--- src/rtl/usb_tx_pkg.sv ---
// rtl/usb_tx_pkg.sv - shared states, line codes and field sizes for the USB transmitter
package usb_tx_pkg;

    typedef enum logic [2:0] {
        IDLE,
        SYNC,
        PID,
        DATA,
        CRC,
        EOP_SE0_1,
        EOP_SE0_2,
        EOP_J
    } tx_state_e;

    localparam logic [7:0] SYNC_BYTE = 8'h80;

    localparam logic [1:0] LINE_J   = 2'b10;
    localparam logic [1:0] LINE_K   = 2'b01;
    localparam logic [1:0] LINE_SE0 = 2'b00;

    localparam int PID_BITS  = 8;
    localparam int DATA_BITS = 64;
    localparam int CRC_BITS  = 16;

    function automatic int field_bits(tx_state_e s);
        case (s)
            SYNC:    return 8;
            PID:     return PID_BITS;
            DATA:    return DATA_BITS;
            CRC:     return CRC_BITS;
            default: return 1;
        endcase
    endfunction

    function automatic tx_state_e next_field(tx_state_e s, logic has_data);
        case (s)
            SYNC:    return PID;
            PID:     return has_data ? DATA : EOP_SE0_1;
            DATA:    return CRC;
            default: return EOP_SE0_1;
        endcase
    endfunction

endpackage

--- src/rtl/usb_writer_if.sv ---
// rtl/usb_writer_if.sv - packet request and line-side signals of the USB transmitter
interface usb_writer_if;
    logic        start;
    logic        send_data;
    logic [7:0]  PID_data;
    logic [63:0] data;
    logic [15:0] CRC_data;
    logic [1:0]  USBdata;
    logic        tx_en;
    logic        busy;
    logic        EOP_sent;

    modport master (
        output start, send_data, PID_data, data, CRC_data,
        input  USBdata, tx_en, busy, EOP_sent
    );

    modport slave (
        input  start, send_data, PID_data, data, CRC_data,
        output USBdata, tx_en, busy, EOP_sent
    );
endinterface

--- src/rtl/usb_bit_encoder.sv ---
// rtl/usb_bit_encoder.sv - bit stuffing and NRZI line encoding, one decision per bit tick
module usb_bit_encoder
    import usb_tx_pkg::*;
#(
    parameter int STUFF_RUN = 6
) (
    input  logic       clk,
    input  logic       rst,
    input  logic       raw_bit,
    input  logic       bit_tick,
    input  logic       se0_req,
    input  logic       pkt_start,
    output logic [1:0] line_state,
    output logic       stuff_now
);

    localparam int OW = $clog2(STUFF_RUN + 1);

    logic [OW-1:0] ones_q, ones_d;
    logic [1:0]    level_q, level_d;
    logic          se0_q, se0_d;
    logic [1:0]    base_level;
    logic [OW-1:0] base_ones;

    // A completed run of ones forces the next period to be a stuffed 0.
    assign stuff_now  = !pkt_start && (ones_q == OW'(STUFF_RUN));
    assign line_state = se0_q ? LINE_SE0 : level_q;

    always_comb begin
        base_level = pkt_start ? LINE_J : level_q;
        base_ones  = pkt_start ? '0 : ones_q;
        level_d    = level_q;
        ones_d     = ones_q;
        se0_d      = se0_q;
        if (bit_tick) begin
            se0_d = 1'b0;
            if (stuff_now) begin
                level_d = ~level_q;
                ones_d  = '0;
            end else if (se0_req) begin
                // Leaving SE0 the bus returns to J, so a following raw 1 yields the EOP J.
                level_d = LINE_J;
                ones_d  = '0;
                se0_d   = 1'b1;
            end else if (raw_bit) begin
                level_d = base_level;
                ones_d  = base_ones + OW'(1);
            end else begin
                level_d = ~base_level;
                ones_d  = '0;
            end
        end
    end

    always_ff @(posedge clk or negedge rst) begin
        if (!rst) begin
            ones_q  <= '0;
            level_q <= LINE_J;
            se0_q   <= 1'b0;
        end else begin
            ones_q  <= ones_d;
            level_q <= level_d;
            se0_q   <= se0_d;
        end
    end

endmodule

--- src/rtl/usb_writer.sv ---
// rtl/usb_writer.sv - full-speed USB packet transmitter: SYNC, PID, optional DATA+CRC, EOP
module usb_writer
    import usb_tx_pkg::*;
#(
    parameter int CLKS_PER_BIT = 8,
    parameter int STUFF_RUN    = 6
) (
    input  logic         clk,
    input  logic         rst,
    usb_writer_if.slave  bus
);

    localparam int CW    = (CLKS_PER_BIT > 1) ? $clog2(CLKS_PER_BIT) : 1;
    localparam int IDX_W = 7;
    localparam logic [CW-1:0] CNT_LAST = CW'(CLKS_PER_BIT - 1);

    tx_state_e   state_q, state_d;
    logic [IDX_W-1:0] idx_q, idx_d;
    logic [CW-1:0] bit_cnt_q, bit_cnt_d;
    logic [7:0]  pid_q, pid_d;
    logic [63:0] data_q, data_d;
    logic [15:0] crc_q, crc_d;
    logic        send_data_q, send_data_d;
    logic        busy_q, busy_d;
    logic        eop_q, eop_d;

    logic        pkt_start;
    logic        bit_tick;
    logic        stuff_now;
    logic        raw_bit;
    logic        se0_req;
    logic [1:0]  line_state;

    assign pkt_start = (state_q == IDLE) && bus.start;
    assign bit_tick  = pkt_start || ((state_q != IDLE) && (bit_cnt_q == CNT_LAST));

    // state_q/idx_q name the bit currently on the line; a stuffed bit leaves them in place.
    always_comb begin
        state_d     = state_q;
        idx_d       = idx_q;
        bit_cnt_d   = bit_cnt_q;
        pid_d       = pid_q;
        data_d      = data_q;
        crc_d       = crc_q;
        send_data_d = send_data_q;
        busy_d      = busy_q;
        eop_d       = 1'b0;

        if (state_q != IDLE) begin
            bit_cnt_d = (bit_cnt_q == CNT_LAST) ? '0 : bit_cnt_q + CW'(1);
        end

        if (pkt_start) begin
            pid_d       = bus.PID_data;
            data_d      = bus.data;
            crc_d       = bus.CRC_data;
            send_data_d = bus.send_data;
            bit_cnt_d   = '0;
            busy_d      = 1'b1;
        end

        if (bit_tick && !stuff_now) begin
            case (state_q)
                IDLE: begin
                    state_d = SYNC;
                    idx_d   = '0;
                end
                SYNC, PID, DATA, CRC: begin
                    if (idx_q == IDX_W'(field_bits(state_q) - 1)) begin
                        idx_d   = '0;
                        state_d = next_field(state_q, send_data_q);
                    end else begin
                        idx_d = idx_q + IDX_W'(1);
                    end
                end
                EOP_SE0_1: state_d = EOP_SE0_2;
                EOP_SE0_2: state_d = EOP_J;
                default: begin
                    state_d = IDLE;
                    busy_d  = 1'b0;
                    eop_d   = 1'b1;
                end
            endcase
        end
    end

    always_comb begin
        raw_bit = 1'b1;
        case (state_d)
            SYNC:    raw_bit = SYNC_BYTE[idx_d[2:0]];
            PID:     raw_bit = pid_d[idx_d[2:0]];
            DATA:    raw_bit = data_d[idx_d[5:0]];
            CRC:     raw_bit = crc_d[idx_d[3:0]];
            default: raw_bit = 1'b1;
        endcase
    end

    assign se0_req = (state_d == EOP_SE0_1) || (state_d == EOP_SE0_2);

    usb_bit_encoder #(
        .STUFF_RUN (STUFF_RUN)
    ) u_enc (
        .clk        (clk),
        .rst        (rst),
        .raw_bit    (raw_bit),
        .bit_tick   (bit_tick),
        .se0_req    (se0_req),
        .pkt_start  (pkt_start),
        .line_state (line_state),
        .stuff_now  (stuff_now)
    );

    always_ff @(posedge clk or negedge rst) begin
        if (!rst) begin
            state_q     <= IDLE;
            idx_q       <= '0;
            bit_cnt_q   <= '0;
            pid_q       <= '0;
            data_q      <= '0;
            crc_q       <= '0;
            send_data_q <= 1'b0;
            busy_q      <= 1'b0;
            eop_q       <= 1'b0;
        end else begin
            state_q     <= state_d;
            idx_q       <= idx_d;
            bit_cnt_q   <= bit_cnt_d;
            pid_q       <= pid_d;
            data_q      <= data_d;
            crc_q       <= crc_d;
            send_data_q <= send_data_d;
            busy_q      <= busy_d;
            eop_q       <= eop_d;
        end
    end

    assign bus.USBdata  = line_state;
    assign bus.tx_en    = busy_q;
    assign bus.busy     = busy_q;
    assign bus.EOP_sent = eop_q;

endmodule
--- src/flat_wrapper.sv ---
// flat-port wrapper written by rule: the top's interface ports become plain ports
module usb_writer_flat import usb_tx_pkg::*;
#(
    parameter int CLKS_PER_BIT = 8,
    parameter int STUFF_RUN    = 6
)
  (clk, rst, bus_start, bus_send_data, bus_PID_data, bus_data, bus_CRC_data, bus_USBdata, bus_tx_en, bus_busy, bus_EOP_sent);
  usb_writer_if bus_i ();
  input  logic clk;
  input  logic rst;
  input wire logic [$bits(bus_i.start)-1:0] bus_start;
  input wire logic [$bits(bus_i.send_data)-1:0] bus_send_data;
  input wire logic [$bits(bus_i.PID_data)-1:0] bus_PID_data;
  input wire logic [$bits(bus_i.data)-1:0] bus_data;
  input wire logic [$bits(bus_i.CRC_data)-1:0] bus_CRC_data;
  output wire logic [$bits(bus_i.USBdata)-1:0] bus_USBdata;
  output wire logic [$bits(bus_i.tx_en)-1:0] bus_tx_en;
  output wire logic [$bits(bus_i.busy)-1:0] bus_busy;
  output wire logic [$bits(bus_i.EOP_sent)-1:0] bus_EOP_sent;
  assign bus_i.start = bus_start;
  assign bus_i.send_data = bus_send_data;
  assign bus_i.PID_data = bus_PID_data;
  assign bus_i.data = bus_data;
  assign bus_i.CRC_data = bus_CRC_data;
  assign bus_USBdata = bus_i.USBdata;
  assign bus_tx_en = bus_i.tx_en;
  assign bus_busy = bus_i.busy;
  assign bus_EOP_sent = bus_i.EOP_sent;
  usb_writer #(.CLKS_PER_BIT(CLKS_PER_BIT), .STUFF_RUN(STUFF_RUN)) u_core (.clk(clk), .rst(rst), .bus(bus_i));
endmodule
--- config.mk ---
export PLATFORM = sky130hd
export DESIGN_NAME = usb_writer_flat
export DESIGN_NICKNAME = d
export VERILOG_FILES = /design/src/rtl/usb_tx_pkg.sv /design/src/rtl/usb_writer_if.sv /design/src/rtl/usb_bit_encoder.sv /design/src/rtl/usb_writer.sv /design/src/flat_wrapper.sv
export SDC_FILE = /design/constraint.sdc
export NUM_CORES = 1
export LEC_CHECK = 0
export ABC_AREA = 0
export CAP_MARGIN = 10
export CORE_MARGIN = 10
export CORE_UTILIZATION = 40
export DETAILED_ROUTE_END_ITERATION = 8
export PLACE_DENSITY = 0.72
export REMOVE_ABC_BUFFERS = 1
export SLEW_MARGIN = 30
export SYNTH_ARGS = -nofsm -noshare
export SYNTH_HDL_FRONTEND = slang
export SYNTH_SLANG_ARGS = --single-unit
--- constraint.sdc ---
create_clock -name clk -period 8.5 [get_ports clk]
set_clock_uncertainty 0.05 [all_clocks]
set_input_delay 1.275 -clock clk [delete_from_list [all_inputs] [get_ports clk]]
set_output_delay 1.275 -clock clk [all_outputs]
set_load 0.005 [all_outputs]
After elaboration in Yosys (flattened, before gate mapping)
Memory sizes are Yosys's and may differ from the RTL's. Cells that the tools add are included.

Bits in registers: 110. ROM bits: 8. Input port bits: 92. Output and inout port bits: 5. Logic and storage cells: 95. Memories kept: 1.

$add $sub $neg: 4. $lt $le $gt $ge: 3. Eq/ne operators: 15. Multiplexer cells: 41. Bitwise operators: 2. Reduce and logical (&&, ||, !) cells: 16.

Memory list: (name not given) (words 8, bits a word 1, rd ports 1, clocked after Yosys merged registers in 0, write ports 0, line usb_writer.sv:90) `SYNC: raw_bit = SYNC_BYTE[idx_d[2:0]];`.

Operator list (number): 64-bit 2-to-1 mux (1); 3-bit 2-to-1 mux (10); 3-bit == test, second input constant (8); 7-bit 2-to-1 mux (3); 7-bit one-hot mux with 3 select lines (1); 16-bit 2-to-1 mux (1); 7-bit one-hot mux with 2 select lines (1); 3-bit by 2-bit == test with 1-bit output, second input constant (4); 3-bit one-hot mux with 4 select lines (1); 1-bit 2-to-1 mux (11); 2-bit 2-to-1 mux (5); 3-bit one-hot mux with 3 select lines (1); 8-bit 2-to-1 mux (1); 7-bit by 1-bit adder with 7-bit output, second input constant (1); 7-bit == test (1); 6-bit by 7-bit less-than comparator with 1-bit output, second input constant (1); 7-bit OR reduction (1); 7-bit by 2-bit subtractor with 7-bit output, second input constant (1); 3-bit by 1-bit adder with 3-bit output, second input constant (2); 1-bit binary-select mux with 6-bit select (1); 3-bit by 1-bit == test with 1-bit output, second input constant (2); 6-bit 2-to-1 mux (1); 4-bit by 5-bit less-than comparator with 1-bit output, second input constant (1); 1-bit binary-select mux with 4-bit select (1); 13 further kinds (20).

Longest topological paths before layout
Depth in word-level cells: 18. Depth in mapped cells: 17. Gate-level depth less buffers: 14.

Hierarchy
From an unflattened synthesis, not the netlist that was laid out.

Cells, all modules: 818. Area total of the unflattened synthesis: 6892.9 µm².

Modules (own cells, without submodules): usb_writer (times used 1, cells an instance 777, area each 6498.7 µm², sequential area each 2602.5 µm²); usb_bit_encoder (times used 1, cells an instance 41, area each 394.1 µm², sequential area each 151.4 µm²).

Worst setup path after synthesis
OpenSTA, ideal clock, no wires.

Kind: input to register. Start: in bus_start. End: reg u_core.u_enc.level_q[1]. Library setup time: 0.081 ns. Data arrival time: 3.681 ns. Data required time: 8.369 ns. Setup slack: 4.688 ns. Stages: 13. Path buffers: 2. Path through: nor4b_4 -> a31o_4 -> buf_6 -> nand2_2 -> a221oi_4 -> inv_4 -> buf_6 -> o2111ai_2 -> o2111a_1 -> a22oi_1 -> a211o_1 -> o31a_1 -> a211oi_2.

Cells in the longest elaborated chain, start to end: 12. Elaborated cells between the ends (all ways): 32. Those cells by class: eq/ne: 6; mux: 17; bitwise: 1; reduce/logical: 7; memory: 1.

Ends and longest elaborated chain: start, declared (line flat_wrapper.sv:11) `input wire logic [$bits(bus_i.start)-1:0] bus_start;`; 1-bit logical AND (*) (line usb_writer.sv:34) `assign pkt_start = (state_q == IDLE) && bus.start;`; 1-bit zero test (line usb_bit_encoder.sv:26) `assign stuff_now = !pkt_start && (ones_q == OW'(STUFF_RUN));`; 1-bit logical AND (line usb_bit_encoder.sv:26); 1-bit zero test (line usb_writer.sv:62) `if (bit_tick && !stuff_now) begin`; 1-bit logical AND (*) (line usb_writer.sv:62); 6-bit 2-to-1 mux (*) (line usb_writer.sv:62); via u_core.idx_d[2] (line usb_writer.sv:18) `logic [IDX_W-1:0] idx_q, idx_d;`; 1-bit binary-select mux with 6-bit select (tied with other cells) (line usb_writer.sv:92) `DATA: raw_bit = data_d[idx_d[5:0]];`; 1-bit 2-to-1 mux (on tied branches); 1-bit one-hot mux with 4 select lines (*) (line usb_writer.sv:89) `case (state_d)`; 2-bit 2-to-1 mux (*) (line usb_bit_encoder.sv:45) `end else if (raw_bit) begin`; 2-bit 2-to-1 mux (*) (line usb_bit_encoder.sv:40) `end else if (se0_req) begin`; 2-bit 2-to-1 mux (*) (line usb_bit_encoder.sv:37) `if (stuff_now) begin`; end signal, assigned (line usb_bit_encoder.sv:62) `level_q <= level_d;`; end, declared (line usb_bit_encoder.sv:20) `logic [1:0] level_q, level_d;`.

The timed path passes the listed nets; every way through them passes the cells marked *. The select of a mux whose other input is x is not followed. A chain may end at the register's enable or synchronous reset.

Final worst setup path
Start: in bus_start. End: reg u_core.u_enc.level_q[1].

Cells in the longest elaborated chain, start to end: 12. Elaborated cells between the ends (all ways): 32. Those cells by class: eq/ne: 6; mux: 17; bitwise: 1; reduce/logical: 7; memory: 1.

Ends and longest elaborated chain (line): 1-bit logical AND (*) (usb_writer.sv:34); 1-bit zero test (usb_bit_encoder.sv:26); 1-bit logical AND (usb_bit_encoder.sv:26); 1-bit zero test (usb_writer.sv:62); 1-bit logical AND (usb_writer.sv:62); 6-bit 2-to-1 mux (usb_writer.sv:62); 1-bit binary-select mux with 6-bit select (tied with other cells) (usb_writer.sv:92); 1-bit 2-to-1 mux (on tied branches); 1-bit one-hot mux with 4 select lines (usb_writer.sv:89); 2-bit 2-to-1 mux (usb_bit_encoder.sv:45); 2-bit 2-to-1 mux (usb_bit_encoder.sv:40); 2-bit 2-to-1 mux (usb_bit_encoder.sv:37).

Mark *: on every way between the ends. The rest lies on a longest branch, timed or not. The select of a mux whose other input is x is not followed.

==> flow_summary.yaml <==
run_status:
  outcome: "completed"
power:
  pwr-share-clk_pct: 19.0
  vdd_ir_drop_max_mv: 0.1415
  power_switching_w: 0.0009345
  leakage_nw: 3.513
  power.density_nw_per_um2: 323.2
  switching_share_pct: 39.96
  p_seq_share_pct: 36.1
  p_int_w: 0.001404
  pwr-share-comb_pct: 44.9
hold_path:
  hold_depth: 2
  min_from: "u_core.data_q[44]"
  hold_path_end: "u_core.data_q[44]"
  min_path_type: "register to register"
routing:
  drt-vias-per-instance: 5.334
  wl_met3_um: 1068
  drc: 0
  antenna_left: 0
  route.vias.total: 5062
  top_layer: "met4"
  drt_iter0_markers: 455
  finalWirelength_um: 15940
  m1WireLength_um: 7243
  drtPass1Iterations: 5
  wl_per_cell_um: 16.80
  met2_length_um: 7424
clocking:
  clkTransAtPathRegs_ns: 0.07
  clockBufferDepth: 2
  cts_tree: "built"
  cts-hold-fix-buffers: 0
  clock-root-buffer: "clkbuf_16"
  clkLatencyLatePin_ns: 0.35
  cts.sinks: 110
  cts.repair.resized: 0
  postCtsSetupRepairBufs: 0
  cts.htree.levels: 3
  cts_buffers: 9
global_route:
  grt_remaining_overflow: 0
  grt_pass1_vias: 5063
  grt_pass1_wl_um: 26030
  grt_max_degree: 95
  track_usage_pct: 15.76
  antenna_found_initial: 0
synth:
  seq_area_frac_synth_pct: 46.64
  synth.top_cell.area_share_pct: 46.20
  yosysTopAreaCell: "dfrtp_1"
  ys_warn_count: 0
  synthMuxAreaShare_pct: 2.331
  synthAdderAreaFrac_pct: 1.060
  async_reset_ff_share_pct: 100.0
  synthFlopType: "dfrtp_1"
  synthCells: 695
  synth_area_um2: 5904
  synth_cell_types: 77
  syn_area_per_cell_um2: 8.496
  synth_top_family_by_area: "simple AND/OR/NAND/NOR gates"
  yosys.area_share.simple_pct: 27.84
  synth_compound_area_share_pct: 17.16
  synth_edf_count: 0
  ys_ff_latch: 110
  synth-xor-area-share_pct: 0.4450
  synth_area_leaders: "dfrtp_1, nand2_1, o211a_1"
sta:
  final_max_slew_viol_count: 0
  hold-worst-slack_ns: 0.4218
  finalHoldViolCount: 0
  fmaxAchievable_ghz: 0.1911
  slew_headroom_pct: 36.29
  setup_viol: 0
  finalCritPeriodShare_pct: 61.56
  rsz0062_at_grt: "false"
  tightestPinTransition_ns: 0.9557
  min_period_ns: 5.232
  setup_tns_ns: 0
job:
  maxCapViolations: 0
floorplan:
  fp.dieW_um: 141.5
  ios: 97
  placementRows: 44
  die_height_um: 141.5
  placeableCoreArea_um2: 14480
  start_util_pct: 40.78
  dieArea_um2: 20020
cells_and_area:
  nFillCells: 1357
  nets: 857
  antenna_cells: 0
  syn_to_final_growth_pct: 22.55
  drive_gt1_share_pct: 6.797
  multiInputGateArea_um2: 2895
  seq_area_um2: 2754
placed_design:
  gp_congestion: 0.8353
  dp_hpwl_um: 11230
  io_buffers: 96
setup_path:
  r2r_end: "u_core.u_enc.level_q[1]"
  crit_arrival_ns: 5.46
  reg2reg_from: "u_core.state_q[1]"
  cp_slowest_stage_delay_ns: 0.66
  worst_path_max_delay_cell: "nor2_4"
  worst_setup_path_start_kind: "input pin"
  endpoint_kind: "register"
  worst-setup-path-type: "input pin to register"
  r2r_cells: 12
  path_cells: "clkdlybuf4s50_1 -> nor4b_4 -> buf_4 -> a31o_4 -> a21boi_4 -> nor2_4 -> inv_2 -> o211a_1 -> o32ai_1 -> nor4_1 -> a211o_1 -> o31a_1 -> a211oi_2"
  cp.required_ns: 8.73
  crit_fanout: 56
  r2r_slack_ns: 3.98
[cell usage after synthesis (all sizes together) (4+ instances only)]
cell type	instances
o2111ai	5
dfrtp	109
nor4	4
o211a	14
o21ai	22
nand3b	7
o31ai	4
mux2i	7
o32a	4
and3	4
or4	4
o21a	9
buf	20
ha	5
nor3	5
a21oi	14
nand3	11
mux2	6
or3	9
nand2	289
a21o	7
nor2	26
clkbuf	27
o211ai	4
o32ai	9
a211oi	6
inv	11
[critical path, delay by kind of cell]
family	cells	cell delay (ns)
AOI/OAI and AO/OA	7	1.86
buffers and inverters	3	1.31
and+or+nand+nor	3	0.98
[logic make-up (layout without fill, tap and decap cells)]
group,after synthesis,count (layout)
fa+ha+maj,5,5
buf+inv,58,128
mux,13,13
simple gates,380,380
flops,110,110
xor+xnor,3,3
compound gates,126,126
[cell type report]
cell class / count / share of cell area [%]
Multi-Input combinational cell: 527 / 40.01
Sequential cell: 110 / 38.06
Timing Repair Buffer: 101 / 13.76
Clock buffer: 11 / 3.493
Tap cell: 184 / 3.182
Clock inverter: 5 / 0.8819
Inverter: 11 / 0.6052
[per-layer routing]
metal,vias up,global-route usage (%)
met4,0,3.712
met1,2373,21.05
li1,2511,-
met5,-,0
met3,19,3.672
met2,159,25.30
[worst max-delay path by stage]
| stage | start | to |
|---|---|---|
| 2_1_floorplan | bus_start | u_core.u_enc.level_q[1] |
| 3_3_place_gp | bus_start | u_core.u_enc.level_q[0] |
| 3_5_place_dp | bus_start | u_core.u_enc.level_q[0] |
| 4_1_cts | bus_start | u_core.u_enc.level_q[1] |
| 5_1_grt | bus_start | u_core.u_enc.level_q[1] |
| 6_report | bus_start | u_core.u_enc.level_q[1] |
[power by group through the flow]
stage | combinational (W) | sequential [W] | clock [W]
2_1_floorplan | 0.000735 | 0.000826 | 0
3_3_place_gp | 0.00102 | 0.000843 | 0
3_5_place_dp | 0.00103 | 0.000851 | 0
4_1_cts | 0.00104 | 0.000843 | 0.000454
5_1_grt | 0.00118 | 0.000867 | 0.000473
6_report | 0.00105 | 0.000843 | 0.000445
[flip-flops by register name (all words and copies together) (netlist names)]
| register | flops |
|---|---|
| u_core.state_q | 3 |
| u_core.data_q | 64 |
| u_core.idx_q | 7 |
| u_core.u_enc.level_q | 2 |
| u_core.pid_q | 8 |
| u_core.bus.EOP_sent | 1 |
| u_core.bus.busy | 1 |
| u_core.u_enc.ones_q | 3 |
| u_core.u_enc.se0_q | 1 |
| u_core.send_data_q | 1 |
| u_core.bit_cnt_q | 3 |
| u_core.crc_q | 16 |
[stage by stage]
step	instance area, um^2	worst slack, ns	instances	util, %	power, W
5_1_grt	7236	2.976	949	49.97	0.002518
6_report	7236	3.268	949	49.97	0.002339
3_3_place_gp	6908	2.958	933	47.71	0.001862
4_1_cts	7228	3.180	949	49.92	0.002341
3_5_place_dp	6912	2.818	933	47.74	0.001883
2_1_floorplan	5682	2.167	648	-	0.001560
[cell usage in the layout (no fill, tap or decap), types with 4 or more instances in the layout]
cell and count:
nand3_1 11, or4_1 4, o21a_1 9, o31ai_1 4
clkbuf_16 9, mux2i_1 7, nor3_1 4, clkdlybuf4s50_1 95
a21o_1 7, or3_1 9, ha_1 5, nor2_1 24
o21ai_0 15, o21ai_1 6, nand3b_1 7, o211ai_1 4
o211a_1 13, a21oi_1 13, inv_1 7, mux2_2 6
and3_1 4, a211oi_1 5, o2111ai_1 4, o32a_1 4
nand2_1 288, dfrtp_1 109, o32ai_1 9, buf_4 6
nor4_1 4
(Power assumes the default switching activity.)
